File: src/rtl/warp_scheduler_pkg.sv
// ---------------------------------------------------------------------------
// warp_scheduler_pkg
// Shared core types for the warp sequencer and the per-warp datapaths.
//   DATA_WIDTH    : default PC / data width (overridable with the macro)
//   data_t        : PC / data word
//   warp_state_t  : per-warp pipeline state, consumed by reg_file
// ---------------------------------------------------------------------------
`ifndef DATA_WIDTH
`define DATA_WIDTH 16
`endif

package warp_scheduler_pkg;

    localparam int DEFAULT_DATA_WIDTH = `DATA_WIDTH;

    typedef logic [DEFAULT_DATA_WIDTH-1:0] data_t;

    typedef enum logic [2:0] {
        IDLE    = 3'd0,
        FETCH   = 3'd1,
        DECODE  = 3'd2,
        REQUEST = 3'd3,
        WAIT    = 3'd4,
        EXECUTE = 3'd5,
        UPDATE  = 3'd6,
        DONE    = 3'd7
    } warp_state_t;

endpackage

File: src/rtl/warp_scheduler_rr_arbiter.sv
// ---------------------------------------------------------------------------
// rr_arbiter
// Purely combinational round-robin picker for the shared fetch port.
//   req         in  N    one request bit per warp
//   last_grant  in  IW   index granted most recently
//   grant_valid out 1    at least one request present
//   grant_idx   out IW   first requester after last_grant (wrapping)
// ---------------------------------------------------------------------------
module rr_arbiter #(
    parameter int N  = 4,
    parameter int IW = $clog2(N)
) (
    input  logic [N-1:0]  req,
    input  logic [IW-1:0] last_grant,
    output logic          grant_valid,
    output logic [IW-1:0] grant_idx
);

    int            cand;
    logic [IW-1:0] candIdx;

    // Walk the warps starting just after the last winner; the first
    // requester found wins, so the last winner has the lowest priority.
    always_comb begin
        grant_valid = 1'b0;
        grant_idx   = '0;
        cand        = 0;
        candIdx     = '0;
        for (int k = 1; k <= N; k++) begin
            cand    = (int'(last_grant) + k) % N;
            candIdx = IW'(cand);
            if (!grant_valid && req[candIdx]) begin
                grant_valid = 1'b1;
                grant_idx   = candIdx;
            end
        end
    end

endmodule

File: src/rtl/warp_scheduler.sv
// ---------------------------------------------------------------------------
// warp_scheduler
// Per-core warp sequencer: steps every warp through
// FETCH/DECODE/REQUEST/WAIT/EXECUTE/UPDATE, owns the warp PCs and
// round-robin arbitrates the single instruction-fetch port.
//   clk, reset      core clock, synchronous active-low reset
//   start/start_pc  launch pulse (only when all warps IDLE) and launch PC
//   warp_state      per-warp state to reg_file
//   warp_enable     per-warp enable (0 in IDLE/DONE)
//   pc              per-warp program counter
//   fetch_valid/fetch_warp/fetch_pc/fetch_done   fetch handshake
//   decoded_mem/decoded_halt   decoder flags per warp
//   lsu_done                   LSU completion per warp
//   branch_taken/branch_target redirect applied at UPDATE
//   done            all warps in DONE
// ---------------------------------------------------------------------------
module warp_scheduler
    import warp_scheduler_pkg::*;
#(
    parameter int NUM_WARPS  = 4,
    parameter int DATA_WIDTH = `DATA_WIDTH,
    parameter int IW         = $clog2(NUM_WARPS)
) (
    input  logic                                  clk,
    input  logic                                  reset,
    input  logic                                  start,
    input  logic [DATA_WIDTH-1:0]                 start_pc,
    output warp_state_t [NUM_WARPS-1:0]           warp_state,
    output logic [NUM_WARPS-1:0]                  warp_enable,
    output logic [NUM_WARPS-1:0][DATA_WIDTH-1:0]  pc,
    output logic                                  fetch_valid,
    output logic [IW-1:0]                         fetch_warp,
    output logic [DATA_WIDTH-1:0]                 fetch_pc,
    input  logic                                  fetch_done,
    input  logic [NUM_WARPS-1:0]                  decoded_mem,
    input  logic [NUM_WARPS-1:0]                  decoded_halt,
    input  logic [NUM_WARPS-1:0]                  lsu_done,
    input  logic [NUM_WARPS-1:0]                  branch_taken,
    input  logic [NUM_WARPS-1:0][DATA_WIDTH-1:0]  branch_target,
    output logic                                  done
);

    logic                  fetch_valid_q;
    logic [IW-1:0]         fetch_warp_q;
    logic [DATA_WIDTH-1:0] fetch_pc_q;
    logic [IW-1:0]         last_grant_q;

    logic [NUM_WARPS-1:0]  fetch_req;
    logic [NUM_WARPS-1:0]  idle_vec;
    logic [NUM_WARPS-1:0]  done_vec;
    logic                  all_idle;
    logic                  grant_valid;
    logic [IW-1:0]         grant_idx;

    assign all_idle = &idle_vec;

    // One FSM plus PC register per warp.
    for (genvar w = 0; w < NUM_WARPS; w++) begin : g_warp
        warp_state_t           state_q;
        logic [DATA_WIDTH-1:0] pc_q;
        logic                  fetched;

        // Only the warp named by an outstanding fetch may consume fetch_done.
        assign fetched = fetch_valid_q && fetch_done && (fetch_warp_q == IW'(w));

        // Per-warp pipeline sequencing; DONE is terminal until reset and a
        // halt at UPDATE beats any branch redirect.
        always_ff @(posedge clk) begin
            if (!reset) begin
                state_q <= IDLE;
                pc_q    <= '0;
            end else begin
                case (state_q)
                    IDLE: begin
                        if (start && all_idle) begin
                            state_q <= FETCH;
                            pc_q    <= start_pc;
                        end
                    end
                    FETCH:   if (fetched) state_q <= DECODE;
                    DECODE:  state_q <= REQUEST;
                    REQUEST: state_q <= WAIT;
                    WAIT:    if (!decoded_mem[w] || lsu_done[w]) state_q <= EXECUTE;
                    EXECUTE: state_q <= UPDATE;
                    UPDATE: begin
                        if (decoded_halt[w]) begin
                            state_q <= DONE;
                        end else begin
                            state_q <= FETCH;
                            pc_q    <= branch_taken[w] ? branch_target[w]
                                                       : pc_q + DATA_WIDTH'(1);
                        end
                    end
                    DONE:    state_q <= DONE;
                endcase
            end
        end

        assign warp_state[w]  = state_q;
        assign pc[w]          = pc_q;
        assign warp_enable[w] = (state_q != IDLE) && (state_q != DONE);
        assign fetch_req[w]   = (state_q == FETCH);
        assign idle_vec[w]    = (state_q == IDLE);
        assign done_vec[w]    = (state_q == DONE);
    end

    rr_arbiter #(
        .N  (NUM_WARPS),
        .IW (IW)
    ) u_arbiter (
        .req         (fetch_req),
        .last_grant  (last_grant_q),
        .grant_valid (grant_valid),
        .grant_idx   (grant_idx)
    );

    // Fetch port: a new grant is only taken while no fetch is outstanding,
    // so there is always an idle cycle between consecutive grants. The
    // granted warp and PC are frozen until fetch_done arrives.
    always_ff @(posedge clk) begin
        if (!reset) begin
            fetch_valid_q <= 1'b0;
            fetch_warp_q  <= '0;
            fetch_pc_q    <= '0;
            last_grant_q  <= IW'(NUM_WARPS - 1);
        end else if (fetch_valid_q) begin
            if (fetch_done) begin
                fetch_valid_q <= 1'b0;
            end
        end else if (grant_valid) begin
            fetch_valid_q <= 1'b1;
            fetch_warp_q  <= grant_idx;
            fetch_pc_q    <= pc[grant_idx];
            last_grant_q  <= grant_idx;
        end
    end

    assign fetch_valid = fetch_valid_q;
    assign fetch_warp  = fetch_warp_q;
    assign fetch_pc    = fetch_pc_q;
    assign done        = &done_vec;

endmodule
File: config.mk
export PLATFORM = sky130hd
export DESIGN_NAME = warp_scheduler
export DESIGN_NICKNAME = d
export VERILOG_FILES = /design/src/rtl/warp_scheduler_pkg.sv /design/src/rtl/warp_scheduler_rr_arbiter.sv /design/src/rtl/warp_scheduler.sv
export SDC_FILE = /design/constraint.sdc
export NUM_CORES = 1
export LEC_CHECK = 0
export CAP_MARGIN = 20
export CORE_UTILIZATION = 45
export CTS_CLUSTER_SIZE = 12
export DETAILED_ROUTE_END_ITERATION = 16
export MAX_ROUTING_LAYER = met4
export PLACE_DENSITY = 0.77
export SLEW_MARGIN = 20
export SYNTH_ARGS = -nofsm -noshare
export SYNTH_HDL_FRONTEND = slang
export SYNTH_SLANG_ARGS = --single-unit
File: constraint.sdc
create_clock -name clk -period 7 [get_ports clk]
set_clock_uncertainty 0.2 [all_clocks]
set_input_delay 1.4 -clock clk [delete_from_list [all_inputs] [get_ports clk]]
set_output_delay 1.4 -clock clk [all_outputs]
set_load 0.005 [all_outputs]
Yosys cells after proc, flatten, opt, wreduce, memory -nomap -nowiden
Cells that the tools add are included.
Operators by class
  add/subtract/negate cells: 8
  magnitude comparators: 5
  equal/unequal tests: 51
  mux-type cells: 51
  bitwise operators: 1
  reductions and logical operators: 48
Operator list (number)
  2-to-1 mux 16 bit: 10
  one-hot mux 16 bit (2 select lines): 4
  one-hot mux 3 bit (8 select lines): 4
  adder 16 x 1 -> 16 bit, second input constant: 4
  == test 3 bit, second input constant: 16
  2-to-1 mux 3 bit: 13
  binary-select mux 16 bit (select 2 bit): 1
  == test 3 x 2 -> 1 bit, second input constant: 8
  != test 2 bit, second input constant: 12
  AND reduction 3 bit: 8
  < comparator 2 x 3 -> 1 bit, second input constant: 5
  logical AND 1 bit: 13
  == test 3 x 1 -> 1 bit, second input constant: 4
  logical NOT 3 bit: 4
  != test 3 bit, second input constant: 4
  nonzero test 3 bit: 4
  2-to-1 mux 1 bit: 11
  binary-select mux 1 bit (select 2 bit): 4
  2-to-1 mux 2 bit: 4
  != test 2 x 1 -> 1 bit, second input constant: 4
  AND reduction 4 bit: 2
  nonzero test 2 bit: 4
  logical NOT 1 bit: 7
  adder 2 x 1 -> 2 bit, second input constant: 2
  7 further kinds: 12
Word-level totals
  flip-flop bits (word level): 97
  bits of input ports: 100
  output and inout bits: 100
  logic and storage cells: 176

Logic depth before layout (Yosys ltp)
  word-level depth: 15
  mapped depth: 9
  depth with buffers taken out: 7

Cells and area by module
From an unflattened synthesis, not the netlist that was laid out.
Unflattened totals
  cells, all modules: 904
  area total of the unflattened synthesis: 6655.1 sq um
By module, submodules not included
  warp_scheduler: instances 1, cells an instance 890, area each 6563.8 sq um, sequential area each 1941.9 sq um
  rr_arbiter: instances 1, cells an instance 14, area each 91.3 sq um, sequential area each 0.0 sq um

Worst setup path after synthesis
OpenSTA, ideal clock, no wires.
  path kind: input to register
  start: input start
  end: register g_warp[1].pc_q[11]
  setup time: 0.127 ns
  data arrival time: 2.505 ns
  data required time: 6.673 ns
  setup slack: 4.167 ns
  stages on the path: 6
  path buffers: 1
  path through: nor3b_1 -> nand4_1 -> a21o_1 -> clkbuf_1 -> nor4b_1 -> nor3_1
Between the ends
  longest elaborated chain between the ends: 3
RTL lines
  start, declared: RTL line warp_scheduler.sv:26  | input logic start,
  logical AND 1 bit: RTL line warp_scheduler.sv:75  | if (start && all_idle) begin
  != test 2 x 1 -> 1 bit (no line)
  AND reduction 3 bit (no line)
  end signal, assigned: RTL line warp_scheduler.sv:77  | pc_q <= start_pc;
  end signal, assigned: RTL line warp_scheduler.sv:90  | pc_q <= branch_taken[w] ? branch_target[w]
  end, declared: RTL line warp_scheduler.sv:60  | logic [DATA_WIDTH-1:0] pc_q;
Every way passes these cells.
A chain may end at the register's enable or synchronous reset.

Worst setup path in the final report
  start: input start
  end: register g_warp[2].pc_q[13]
Between the ends
  longest elaborated chain between the ends: 3
RTL lines (RTL line)
  logical AND 1 bit: warp_scheduler.sv:75
  != test 2 x 1 -> 1 bit (no line)
  AND reduction 3 bit (no line)
  end signal, assigned: warp_scheduler.sv:77
  end signal, assigned: warp_scheduler.sv:90
  end, declared: warp_scheduler.sv:60
Every way passes these cells.

==> results.toml <==
[floorplanning]
design.die.area_sq_mm = 0.01507
initial_utilization = 0.4673
floorplan.io_pins = 200
die_x_um = 122.8
chip_height_um = 122.8
core_sq_mm = 0.01404
placementRows = 43

[final_layout]
most-common-layout-cells = "197 x sky130_fd_sc_hd__clkdlybuf4s50_1, 147 x sky130_fd_sc_hd__nand2_1, 100 x sky130_fd_sc_hd__o21ai_0, 97 x sky130_fd_sc_hd__dfxtp_1, 43 x sky130_fd_sc_hd__mux2i_1"
seq_area_sq_mm = 0.001942
ratio_of_cells_with_drive_above_1_in_the_final_layout = 0.03846
mostFrequentLayoutCell = "sky130_fd_sc_hd__clkdlybuf4s50_1"
fin_area_sq_mm = 0.008835
antenna_cells = 0
area_of_the_multi_input_gates_sq_mm = 0.004264
fillers = 1251
growth_of_design_area_from_synthesis_to_finish_pct = 34.62
nNetsFinal = 1140
stdcell_count = 1220

[worst_setup_path]
worst-path-max-fanout = 29
worst_setup_path_start_kind = "primary input"
register_to_register_setup_slack_ps = 3990
worstSetupEndpointType = "flip-flop"
worstRegToRegCells = 7
terminus_of_the_critical_flop_to_flop_path = "fetch_pc[12]$_SDFFE_PN0P_"
worstPathArrival_ps = 3650
cp_data_required_time_ps = 7020
worst-setup-path-type = "primary input to flip-flop"
source_of_the_worst_register_to_register_timing_path = "g_warp[3].state_q[0]$_SDFFE_PN0P_"

[clocking]
cts.root.buffer_cell = "sky130_fd_sc_hd__clkbuf_16"
cts.hold.buffers_added = 0
clock_tree.buffer_depth = 2
cts.sink_count = 97
cts_resized = 0
tritoncts.num_buffers = 9
cts.clk_slew.worst_paths_ps = 70
clk_latency_ps = 350
cts_tree = "done"
ctsHtreeMaxLevel = 3
post-cts-setup-buffers = 0

[synth]
async_reset_ff_frac = 0
yosys_most_used_dff = "sky130_fd_sc_hd__dfxtp_1"
synth-warning-count = 0
syn_nets = 994
ys_ff_latch = 97
synth.lib_cells_used.distinct = 57
syn_avg_cell_area_sq_um = 7.374
register_area_share_after_synthesis = 0.2959
mappedNetlistArea_sq_mm = 0.006563
synthesized_instance_count = 890
edff_count_synth = 0

[detailed_routing]
drc = 0
detailroute.via_count = 7373
routedLengthMet1_um = 10150
number_of_drc_markers_in_iteration_0 = 829
via_per_inst = 6.043
route.met3.wl_um = 2191
detailroute.wirelength.met2_um = 10060
final_wirelength_um = 22780
detail_route.first_pass.iterations = 5
topRoutingLayerUsed = "met4"
antenna_viol_nets_final = 0
wl_per_cell_um = 18.67

[placed_design]
place.port_buffers = 199
placedCellCount = 1205
dp_slack_ps = 2782
gp_congestion = 1.002
place_area_sq_mm = 0.008524
detailedPlacementHpwl_um = 16170

[pwr]
netSwitchingFraction = 0.4072
share_seq_of_total_power = 0.361
netSwitchingPower_w = 0.001273
pwr_density_cell_mw_per_mm2 = 353.7
worst_ir_drop_vdd_mv = 0.2997
power.internal_w = 0.001853
comb_power_share = 0.476
cellLeakagePower_nw = 3.151
pwr-share-clk = 0.163

[worst_hold_path]
hold_path.startpoint = "fetch_pc[14]$_SDFFE_PN0P_"
min-delay-path-class = "flip-flop to flip-flop"
hold_path_end = "fetch_pc[14]$_SDFFE_PN0P_"
hold_path_depth = 2

[timing]
rsz_0062_raised_after_global_routing = "no"
period_needed_ps = 3630
slew_headroom = 0.2545
tns_ps = 0
final_critical_path_setup_slack_ps = 3370
final.period_utilization = 0.5185
finalSetupViolCount = 0
max_freq_ghz = 0.2755
timing.final.hold_violations = 0
slew_violations = 0
actual_slew_at_the_worst_max_slew_pin_ps = 1114

[global_routing]
gr-usage-all-layers = 0.3089
antenna_violations_before_repair = 0
grt_max_degree = 86
grt_pass1_wl_um = 34630
via_count_of_the_first_global_routing_pass = 6316
total_congestion_overflow_after_global_routing = 0

[outcome]
run_status = "complete, no violations"

[flow_run]
max_cap_viol_count = 0
-- metal layers --
layer / vias up / GRT usage
met5: - / -
li1: 3540 / -
met4: 0 / 0.07927
met2: 386 / 0.4638
met1: 3418 / 0.4304
met3: 29 / 0.04693
-- final cells by class --
type	instances	share of cell area
clock inverter	2	0.004249
clock buffer	13	0.02946
sequential	97	0.2198
inverter	23	0.009772
multi-input combinational	701	0.4827
timing repair buffer	204	0.2286
tap	180	0.02549
-- sequential cells by signal, indices dropped and copies added, names as in the netlist --
register and cells:
g_warp.pc_q 64, fetch_pc 16, g_warp.state_q 12, fetch_warp 2, last_grant_q 2, fetch_valid 1
-- metrics by stage --
stage               utilization  hold WS (ps)  total power, W
CTS                      0.6283         287.0        0.003099
detailed placement       0.6071         269.9        0.002586
global placement         0.6071         254.3        0.002561
global route             0.6292         304.5        0.003312
finish                   0.6292         285.5        0.003125
floorplan                     -         265.5        0.001882
-- critical path: stages --
cell                              delay, ps
sky130_fd_sc_hd__clkdlybuf4s50_1        470
sky130_fd_sc_hd__nor3b_1                180
sky130_fd_sc_hd__nand4_1                460
sky130_fd_sc_hd__a21oi_4                780
sky130_fd_sc_hd__o31ai_1                160
sky130_fd_sc_hd__nand3_1                110
sky130_fd_sc_hd__o21ai_0                 90
-- synth_stat cells, types with 4 or more instances --
cell type                   count  area share
sky130_fd_sc_hd__o31ai_1        8      0.0092
sky130_fd_sc_hd__o21ai_0      101       0.077
sky130_fd_sc_hd__or2_2          8      0.0076
sky130_fd_sc_hd__nor2b_1       13       0.012
sky130_fd_sc_hd__a21o_1         7      0.0080
sky130_fd_sc_hd__nand2b_1       7      0.0067
sky130_fd_sc_hd__o211a_1        4      0.0061
sky130_fd_sc_hd__nor4_1         7      0.0067
sky130_fd_sc_hd__a21boi_0      13       0.015
sky130_fd_sc_hd__and3_1         9      0.0086
sky130_fd_sc_hd__buf_1          4      0.0023
sky130_fd_sc_hd__a21oi_1       34       0.026
sky130_fd_sc_hd__dfxtp_1       97        0.30
sky130_fd_sc_hd__and4_1         7      0.0093
sky130_fd_sc_hd__clkbuf_1      47       0.027
sky130_fd_sc_hd__mux2i_1       43       0.066
sky130_fd_sc_hd__xnor2_1       18       0.024
sky130_fd_sc_hd__xor2_1        23       0.031
sky130_fd_sc_hd__o211ai_1      22       0.025
sky130_fd_sc_hd__nand2_1      147       0.084
sky130_fd_sc_hd__nor3_1        21       0.016
sky130_fd_sc_hd__nor3b_1       10       0.011
sky130_fd_sc_hd__nand4_1       20       0.019
sky130_fd_sc_hd__inv_1         23       0.013
sky130_fd_sc_hd__nor2_1        34       0.019
sky130_fd_sc_hd__a31oi_1       35       0.033
sky130_fd_sc_hd__o22ai_1        4      0.0038
sky130_fd_sc_hd__o21ai_1        9      0.0069
sky130_fd_sc_hd__ha_1           4      0.0076
sky130_fd_sc_hd__a2bb2oi_1     16       0.021
sky130_fd_sc_hd__nand3_1       34       0.026
sky130_fd_sc_hd__a41oi_1        4      0.0053
sky130_fd_sc_hd__a221oi_1       4      0.0053
sky130_fd_sc_hd__buf_2         14       0.011
-- cell families after synthesis --
logic type               share of synthesized area
flip-flops                                  0.2959
adder cells (fa/ha/maj)                   0.007627
AND/OR/NAND/NOR                             0.2515
multiplexers                               0.06559
XOR/XNOR                                   0.05472
AO/OA/AOI/OAI                               0.2660
buffers and inverters                      0.05872
-- power by group through the flow --
stage | clock, W | sequential, W | combinational [W]
2_1_floorplan | 0 | 0.000998 | 0.000885
3_3_place_gp | 0 | 0.00112 | 0.00144
3_5_place_dp | 0 | 0.00112 | 0.00146
4_1_cts | 0.000515 | 0.00111 | 0.00147
5_1_grt | 0.000536 | 0.00116 | 0.00162
6_report | 0.000510 | 0.00113 | 0.00149
-- worst max path at each step --
stage	start	end	slack, ps	cells past startpoint
2_1_floorplan	start	g_warp[1].pc_q[11]$_SDFFE_PN0P_	4170	6
3_3_place_gp	start	g_warp[2].pc_q[13]$_SDFFE_PN0P_	2850	7
3_5_place_dp	start	g_warp[2].pc_q[13]$_SDFFE_PN0P_	2780	7
4_1_cts	start	g_warp[2].pc_q[13]$_SDFFE_PN0P_	3110	7
5_1_grt	start	g_warp[2].pc_q[14]$_SDFFE_PN0P_	3220	6
6_report	start	g_warp[2].pc_q[13]$_SDFFE_PN0P_	3370	7
Power figures use the tool's default switching activity.
